<file path="src/rtl/apb_pkg.sv">
// Shared types and constants for the APB slave memory block.
package apb_pkg;

  typedef enum logic [1:0] {IDLE, SETUP, ACCESS} apb_state_e;

  localparam int APB_ADDR_W = 8;
  localparam int APB_DATA_W = 8;

  localparam logic [APB_DATA_W-1:0] RDERR_DATA = 8'hFF;

endpackage

</file>
<file path="src/rtl/apb_slv_regfile.sv">
// DEPTH x 8 register array: one synchronous write port, one combinational
// read port, asynchronous active-low clear of every entry.
module apb_slv_regfile
  import apb_pkg::*;
#(
  parameter int DEPTH = 16,
  parameter int IDX_W = (DEPTH > 1) ? $clog2(DEPTH) : 1
) (
  input  logic                  pclk,
  input  logic                  prst,
  input  logic                  we,
  input  logic [IDX_W-1:0]      waddr,
  input  logic [APB_DATA_W-1:0] wdata,
  input  logic [IDX_W-1:0]      raddr,
  output logic [APB_DATA_W-1:0] rdata
);

  logic [APB_DATA_W-1:0] mem [DEPTH];

  // NOTE: the array sits in the reset branch on purpose: every entry must read
  // back 8'h00 after reset, which rules out a RAM macro without a clear.
  always_ff @(posedge pclk or negedge prst) begin
    if (!prst) begin
      for (int i = 0; i < DEPTH; i++) mem[i] <= '0;
    end else if (we) begin
      mem[waddr] <= wdata;
    end
  end

  assign rdata = mem[raddr];

endmodule

</file>
<file path="src/rtl/apb_slave_mem.sv">
// APB slave with a small register memory and WAIT_CYCLES wait states.
// Define APB_SLV_PSLVERR_EN to add the pslverr port and 8'hFF error reads.
module apb_slave_mem
  import apb_pkg::*;
#(
  parameter int DEPTH       = 16,
  parameter int WAIT_CYCLES = 0
) (
  input  logic                  pclk,
  input  logic                  prst,
  input  logic                  psel,
  input  logic                  pen,
  input  logic                  pwrite,
  input  logic [APB_ADDR_W-1:0] paddr,
  input  logic [APB_DATA_W-1:0] pwdata,
  output logic [APB_DATA_W-1:0] prdata,
  output logic                  pready
`ifdef APB_SLV_PSLVERR_EN
  ,
  output logic                  pslverr
`endif
);

  localparam int         IDX_W     = (DEPTH > 1) ? $clog2(DEPTH) : 1;
  localparam logic [2:0] WAIT_INIT = 3'(WAIT_CYCLES);
`ifdef APB_SLV_PSLVERR_EN
  localparam logic [APB_DATA_W-1:0] OOR_DATA = RDERR_DATA;
`else
  localparam logic [APB_DATA_W-1:0] OOR_DATA = '0;
`endif

  apb_state_e            state;
  logic [APB_ADDR_W-1:0] addr_q;
  logic                  write_q;
  logic [APB_DATA_W-1:0] wdata_q;
  logic [2:0]            wcnt;
  logic                  err;

  logic                  access;
  logic                  setup_hit;
  logic                  complete;
  logic                  ready_set;
  logic                  cur_write;
  logic                  in_range;
  logic                  we;
  logic [APB_ADDR_W-1:0] cur_addr;
  logic [APB_DATA_W-1:0] rdata;
  logic [APB_DATA_W-1:0] rd_value;

  // On the SETUP edge the live bus is decoded; in ACCESS only latched copies are.
  // NOTE: every output of this block is assigned on every path, so no latch
  // can be inferred even though several terms depend on state.
  always_comb begin
    access    = (state == ACCESS);
    setup_hit = !access && psel && !pen;
    complete  = access && psel && pen && pready;
    cur_addr  = access ? addr_q : paddr;
    cur_write = access ? write_q : pwrite;
    in_range  = (32'(cur_addr) < DEPTH);
    ready_set = (setup_hit && (WAIT_CYCLES == 0)) ||
                (access && psel && pen && !pready && (wcnt == 3'd1));
    rd_value  = in_range ? rdata : OOR_DATA;
    we        = complete && write_q && in_range;
  end

  apb_slv_regfile #(
    .DEPTH (DEPTH),
    .IDX_W (IDX_W)
  ) u_regfile (
    .pclk  (pclk),
    .prst  (prst),
    .we    (we),
    .waddr (addr_q[IDX_W-1:0]),
    .wdata (wdata_q),
    .raddr (cur_addr[IDX_W-1:0]),
    .rdata (rdata)
  );

  // The SETUP phase is taken on the edge that closes the bus SETUP cycle, so
  // the state register never dwells in SETUP; that keeps a registered pready
  // able to land in the first ACCESS cycle when WAIT_CYCLES is 0.
  // NOTE: state is written with <= only, so every read of state, pready or wcnt
  // in this block sees the value from before the edge.
  always_ff @(posedge pclk or negedge prst) begin
    if (!prst) begin
      state   <= IDLE;
      addr_q  <= '0;
      write_q <= 1'b0;
      wdata_q <= '0;
      wcnt    <= '0;
      prdata  <= '0;
      pready  <= 1'b0;
      err     <= 1'b0;
    end else begin
      case (state)
        ACCESS: begin
          if (!psel || !pen) begin
            state  <= IDLE;
            pready <= 1'b0;
            err    <= 1'b0;
            wcnt   <= '0;
          end else if (pready) begin
            state  <= IDLE;
            pready <= 1'b0;
            err    <= 1'b0;
          end else if (wcnt != '0) begin
            wcnt <= wcnt - 3'd1;
          end
        end
        default: begin
          if (setup_hit) begin
            addr_q  <= paddr;
            write_q <= pwrite;
            wdata_q <= pwdata;
            wcnt    <= WAIT_INIT;
            state   <= ACCESS;
          end else begin
            state <= IDLE;
          end
        end
      endcase

      if (ready_set) begin
        pready <= 1'b1;
        err    <= !in_range;
        if (!cur_write) prdata <= rd_value;
      end
    end
  end

`ifdef APB_SLV_PSLVERR_EN
  assign pslverr = err;
`else
  logic unused_err;
  assign unused_err = err;
`endif

endmodule
</file>
<file path="config.mk">
export PLATFORM = sky130hd
export DESIGN_NAME = apb_slave_mem
export DESIGN_NICKNAME = d
export VERILOG_FILES = /design/src/rtl/apb_pkg.sv /design/src/rtl/apb_slv_regfile.sv /design/src/rtl/apb_slave_mem.sv
export SDC_FILE = /design/constraint.sdc
export NUM_CORES = 1
export LEC_CHECK = 0
export ABC_AREA = 1
export CORE_UTILIZATION = 57
export CTS_BUF_LIST = sky130_fd_sc_hd__clkbuf_8
export CTS_CLUSTER_SIZE = 30
export DETAILED_ROUTE_END_ITERATION = 12
export PLACE_DENSITY_LB_ADDON = 0.3
export REMOVE_ABC_BUFFERS = 1
export SLEW_MARGIN = 40
export SYNTH_ARGS = -nofsm -noshare
export SYNTH_HDL_FRONTEND = slang
export SYNTH_SLANG_ARGS = --single-unit
</file>
<file path="constraint.sdc">
create_clock -name pclk -period 1.7 [get_ports pclk]
set_input_delay 0.51 -clock pclk [delete_from_list [all_inputs] [get_ports pclk]]
set_output_delay 0.51 -clock pclk [all_outputs]
set_load 0.01 [all_outputs]
</file>
==> flow_summary.yaml <==
outcome:
  status: "finished with violations"
  violations: "negative setup slack"
power:
  powerDensity_nw_per_um2: 922
  power.switching_w: 0.00288
  p_total_w: 0.00906
  leakagePower_nw: 4.91
  pwr-share-comb: 0.197
  p_int_w: 0.00618
  sequentialPowerShare: 0.476
  pwr-share-clk: 0.327
  swShare: 0.318
  vdd_drop_max_mv: 0.701
yosys:
  async_reset_ff_frac: 1.00
  synth-main-ff-cell: "dfrtp_1"
  synth_top_cell_area_share: 0.497
  yosys-top-cells-area: "dfrtp_1 (50%), nand2_1 (12%), nand3_1 (10%)"
  yosys.area.top_type: "dfrtp_1"
  ys_types: 27
  netlist_area_um2: 7960
  synth-edff-count: 0
  seq_area_frac_synth: 0.497
  yosysWarningCount: 0
  syn_inst: 978
  postSynthAreaPerCell_um2: 8.14
  ys_ff_latch: 158
clock_network:
  cts_tree: "yes"
  cts_root_buf: "clkbuf_8"
  clock_sinks: 158
  path_clk_slew_ns: 0.09
  clk_latency_ns: 0.48
  clockBufferDepth: 2
  htreeDepth: 4
  cts_buffers: 17
route:
  drt_iter0_drc: 832
  drc_errors: 0
  drt-total-wl_um: 22800
  vias: 7044
  first_pass_iters: 5
  ant_nets: 0
  vias_per_cell: 5.72
  wire_per_inst_um: 18.5
global_routing:
  grt_overflow: 0
  antenna_found_initial: 0
  grt_max_degree: 41
  grt_pass1_vias: 6729
  grt_pass1_wl_um: 35500
  grtUsageTotal: 0.329
cells_and_area:
  fin_area_um2: 9820
  layout.cells.non_filler: 1232
  area_delta_synth_final_pct: 23.4
  layout-drive-gt1-share: 0.208
  num_antenna_cells: 0
  fillCellCount: 994
  layout.nets: 1068
timing:
  slew_viol_final: 0
  period_minus_slack_ns: 1.78
  hold_violations: 0
  rsz0062_at_grt: "yes"
  finalWorstSetupSlack_ns: -0.0838
  slew_headroom: 0.372
  period_share: 1.05
  setup_tns_ns: -0.736
  tightestPinTransition_ns: 0.943
  skew_ns: 0.0140
  fmax_mhz: 561
  setup_viol: 22
place:
  dpl.hpwl_um: 13600
  gp_congestion: 0.874
  placed_area_um2: 8930
  place_worst_setup_slack_ns: -0.514
  numPortBuffers: 29
  dp.cells: 1185
worst_setup_path:
  arrival_ns: 2.20
  cp.required_ns: 2.11
  critPathKind: "flop to flop"
  end_kind: "flop"
  cp_max_fo: 8
  worstSetupStartpointType: "flop"
worst_hold_path:
  hp-class: "input pin to flop"
run:
  max-cap-violations: 0
floorplanning:
  rows: 42
  dieArea_um2: 14400
  die_x_um: 120
  start_util: 0.592
  core_um2: 13500
  die_y_um: 120
  io_pins: 30
-- cells in the final DEF (no fill, tap or decap), types with 3 or more instances in the layout --
| cell type | synthesis | final |
|---|---|---|
| nand2_1 | 261 | 234 |
| o21ai_0 | 117 | 82 |
| nand3_1 | 162 | 152 |
| nand3_2 | 0 | 10 |
| buf_12 | 0 | 28 |
| clkinv_2 | 0 | 3 |
| nand2_2 | 3 | 28 |
| o21ai_2 | 21 | 35 |
| clkdlybuf4s15_1 | 0 | 7 |
| nor3_4 | 14 | 16 |
| clkdlybuf4s50_1 | 0 | 14 |
| ha_1 | 3 | 3 |
| buf_4 | 0 | 38 |
| bufinv_16 | 0 | 3 |
| dfrtp_1 | 158 | 156 |
| clkbuf_8 | 0 | 19 |
| inv_1 | 145 | 147 |
| nor2_1 | 4 | 3 |
| mux2_2 | 11 | 11 |
| o21ai_1 | 4 | 24 |
| buf_6 | 11 | 7 |
| dlygate4sd2_1 | 0 | 6 |
-- sequential cells by signal, summed over array words and instances, names as in the netlist --
register	count
pready	1
state	1
u_regfile.mem	128
write_q	1
wdata_q	8
addr_q	8
wcnt	3
prdata	8
-- per-layer routing --
metal / GRT usage / wire length, µm / up-vias
met1: 0.448 / 9400 / 3444
met5: 0 / 0 / -
li1: - / - / 3241
met3: 0.0821 / 1970 / 47
met4: 0.109 / 487 / 0
met2: 0.514 / 10900 / 312
-- worst paths after layout --
path	from	end	slack [ns]	cells past startpoint
setup / recovery	state[1]$_DFFE_PN0P_	u_regfile.mem[102]$_DFFE_PN0P_	-0.08	10
hold / removal	paddr[6]	addr_q[6]$_DFFE_PN0P_	0.36	2
setup reg to reg	state[1]$_DFFE_PN0P_	u_regfile.mem[102]$_DFFE_PN0P_	-0.08	10
hold reg to reg	prdata[2]$_DFFE_PN0P_	prdata[2]$_DFFE_PN0P_	0.50	2
max in group asynchronous	prst	u_regfile.mem[94]$_DFFE_PN0P_	0.65	3
min in group asynchronous	prst	u_regfile.mem[57]$_DFFE_PN0P_	0.50	2
-- cells by family after synthesis --
family / Yosys count / share of synthesized area
flip-flops: 158 / 0.497
buffers and inverters: 207 / 0.113
AO/OA/AOI/OAI: 147 / 0.103
adder cells (fa/ha/maj): 3 / 0.00472
multiplexers: 11 / 0.0156
AND/OR/NAND/NOR: 452 / 0.267
-- cells in the mapped netlist, types with 2 or more instances --
cell type    n
nor2_4       2
nor3_1       2
nor3_4      14
dfrtp_1    158
nand2_1    261
mux2_2      11
nor2_1       4
buf_2       24
nor3_2       2
buf_6       11
o22ai_1      2
buf_1        7
o21ai_0    117
ha_1         3
inv_1      145
o21ai_1      4
o21ai_2     21
a21oi_1      2
nand2_2      3
nand3_1    162
clkbuf_1    17
-- stage by stage --
| step | hold WS [ns] | util |
|---|---|---|
| after floorplan | 0.214 | - |
| after global placement | 0.438 | 0.664 |
| after detailed placement | 0.440 | 0.664 |
| after CTS | 0.414 | 0.709 |
| after global routing | 0.353 | 0.730 |
| final | 0.363 | 0.730 |
-- repair_timing --
action                                  CTS  global route
gates resized for setup                  37            93
pin swaps                                 5             7
buffers inserted                          3             5
endpoints found under the setup margin   29            97
cloned                                    4             3
hold buffers                              1             0
endpoints found under the hold margin    31             0
-- critical path, stage by stage, from the launching register on --
cell and delay [ns]:
dfrtp_2 0.43, clkinv_4 0.11, nor2_4 0.10, inv_2 0.07
nor2_4 0.10, nand2_4 0.09, buf_16 0.16, nor3_4 0.28
clkbuf_16 0.22, nand2_1 0.06, o21ai_2 0.08
-- power groups by stage --
stage | combinational, W | clock [W] | sequential, W
final | 0.00178 | 0.00296 | 0.00432
after global routing | 0.00193 | 0.00313 | 0.00433
after CTS | 0.00168 | 0.00296 | 0.00428
after detailed placement | 0.00159 | 0 | 0.00435
after global placement | 0.00156 | 0 | 0.00435
after floorplan | 0.000788 | 0 | 0.00430
-- layout make-up --
cell class,instances,area [µm²],share of cell area
clock inverters,12,145,0.0148
clock buffers,19,262,0.0266
multi-input cells,613,3340,0.340
flip-flops and latches,158,3960,0.403
repair buffers,107,1350,0.137
inverters,147,557,0.0567
well taps,176,220,0.0224
No activity file was read; power rests on OpenSTA's default activity.
==> patch: new RTL, same settings <==
Set the package constant `APB_ADDR_W` to 7 (it was 8).
--- a/src/rtl/apb_pkg.sv
+++ b/src/rtl/apb_pkg.sv
@@ -3,7 +3,7 @@
 
   typedef enum logic [1:0] {IDLE, SETUP, ACCESS} apb_state_e;
 
-  localparam int APB_ADDR_W = 8;
+  localparam int APB_ADDR_W = 7;
   localparam int APB_DATA_W = 8;
 
   localparam logic [APB_DATA_W-1:0] RDERR_DATA = 8'hFF;
Ports: changed (resized paddr); port bits go from 30 to 29. No check against the original RTL was run, so the function may have changed too.
==> patch against the original RTL <==
- the flow still finishes with violations (setup timing)
- synthesized cell count fell by 11%
- highest routed layer unchanged
- power barely moved
- cell area rose by 2.6%
- critical path depth rose by 1
- sequential cell count fell by 1
- critical path type unchanged
- routed wire length rose by 19%
- largest cell class is now multi-input combinational cells
- synthesized area fell by 5.9%
- largest power group unchanged
- setup slack got worse by 120 ps
==> patch: results (changes against the original RTL) <==
[global_routing]
grt_pass1_wl_mm = 37.1  ; +4.4%
grt_max_degree = 42  ; +2.4%
grt_usage = 0.374  ; +0.0454

[placement]
placed_area_um2 = 8370  ; -6.4%
pre_cts_ws_ps = -534  ; -19.8 ps
dp_hpwl_mm = 13.1  ; -3.9%
port_buffers = 28  ; -3.4%

[synth]
avgSynthCellArea_um2 = 8.65  ; +6.2%
yosys_register_bits = 157  ; -0.63%
synth_area_um2 = 7490  ; -5.9%
ys_types = 30  ; +11%
ys_top_cells_by_count = 264 x nand2_1, 161 x nand3_1, 157 x dfrtp_1

[final_layout]
nNonClkBuffers = 115  ; +7.5%
nonClkBufAreaFrac = 0.139  ; +0.00225
multi_input_area_share = 0.396  ; +0.0564
largest_cell_class = multi-input combinational cells
fillers = 760  ; -24%
finalNetCount = 976  ; -8.6%

[setup_path]
worstPathArrival_ps = 2270  ; +70 ps
reg2reg_depth = 11  ; +1
slowest_delay_ps = 460  ; +30 ps
timing.rr.end = u_regfile.mem[122]

[timing]
post-route-worst-setup-slack_ps = -207  ; -123 ps
setup_violations = 123  ; +460%

[clock_tree]
postCtsSetupBuffers = 17  ; +14

[run_status]
violations = setup timing
status = finished with violations

[route]
wire_per_inst_um = 23.9  ; +29%

[power]
p_leak_nw = 4.53  ; -7.7%
ir_drop_uv = 994  ; +42%

-- patch: changes by cell type in the layout (fill, tap and decap cells not counted), moves of 13 or more --
cell,before,now
nand3_1,152,86
o21ai_0,82,29
inv_1,147,27
nand2_1,234,221
o21a_1,0,56
nand3_2,10,72
-- patch: kinds of logic (layout without fill, tap and decap cells) --
group	count (synthesis)	count (layout)	share of synthesized area
flip-flops	157	157	0.525
AND/OR/NAND/NOR	466	471	0.289
adder cells (fa/ha/maj)	3	3	0.00501
AO/OA/AOI/OAI	156	156	0.129
buffers and inverters	84	179	0.0530
-- patch: worst max path at each step --
stage	to	cells past startpoint	slack (ps)
2_1_floorplan	prdata[5]	9	-1150
3_3_place_gp	u_regfile.mem[69]	9	-460
3_5_place_dp	u_regfile.mem[67]	9	-530
4_1_cts	u_regfile.mem[49]	10	-70
5_1_grt	u_regfile.mem[116]	10	-320
6_report	u_regfile.mem[122]	11	-210
-- patch: stage by stage --
stage,total power [mW],hold WS [ps]
after global routing,9.29,499
after floorplan,4.84,214
after detailed placement,5.62,401
final,9.06,479
after global placement,5.57,397
after CTS,8.72,469
-- patch: power groups by stage --
stage	Combinational [mW]	Sequential [mW]	Clock (mW)
2_1_floorplan	0.743	4.10	0
3_3_place_gp	1.48	4.08	0
3_5_place_dp	1.52	4.10	0
4_1_cts	1.87	4.02	2.82
5_1_grt	2.23	4.06	3.01
6_report	2.14	4.05	2.86
-- patch: per-layer routing --
layer	global-route usage	part of all wire	vias up	routed length, um
met5	0	0	-	0
met4	0.235	0.082	0	2230
met3	0.114	0.13	216	3500
met2	0.580	0.46	710	12400
met1	0.459	0.33	3578	9110
li1	-	-	3087	-
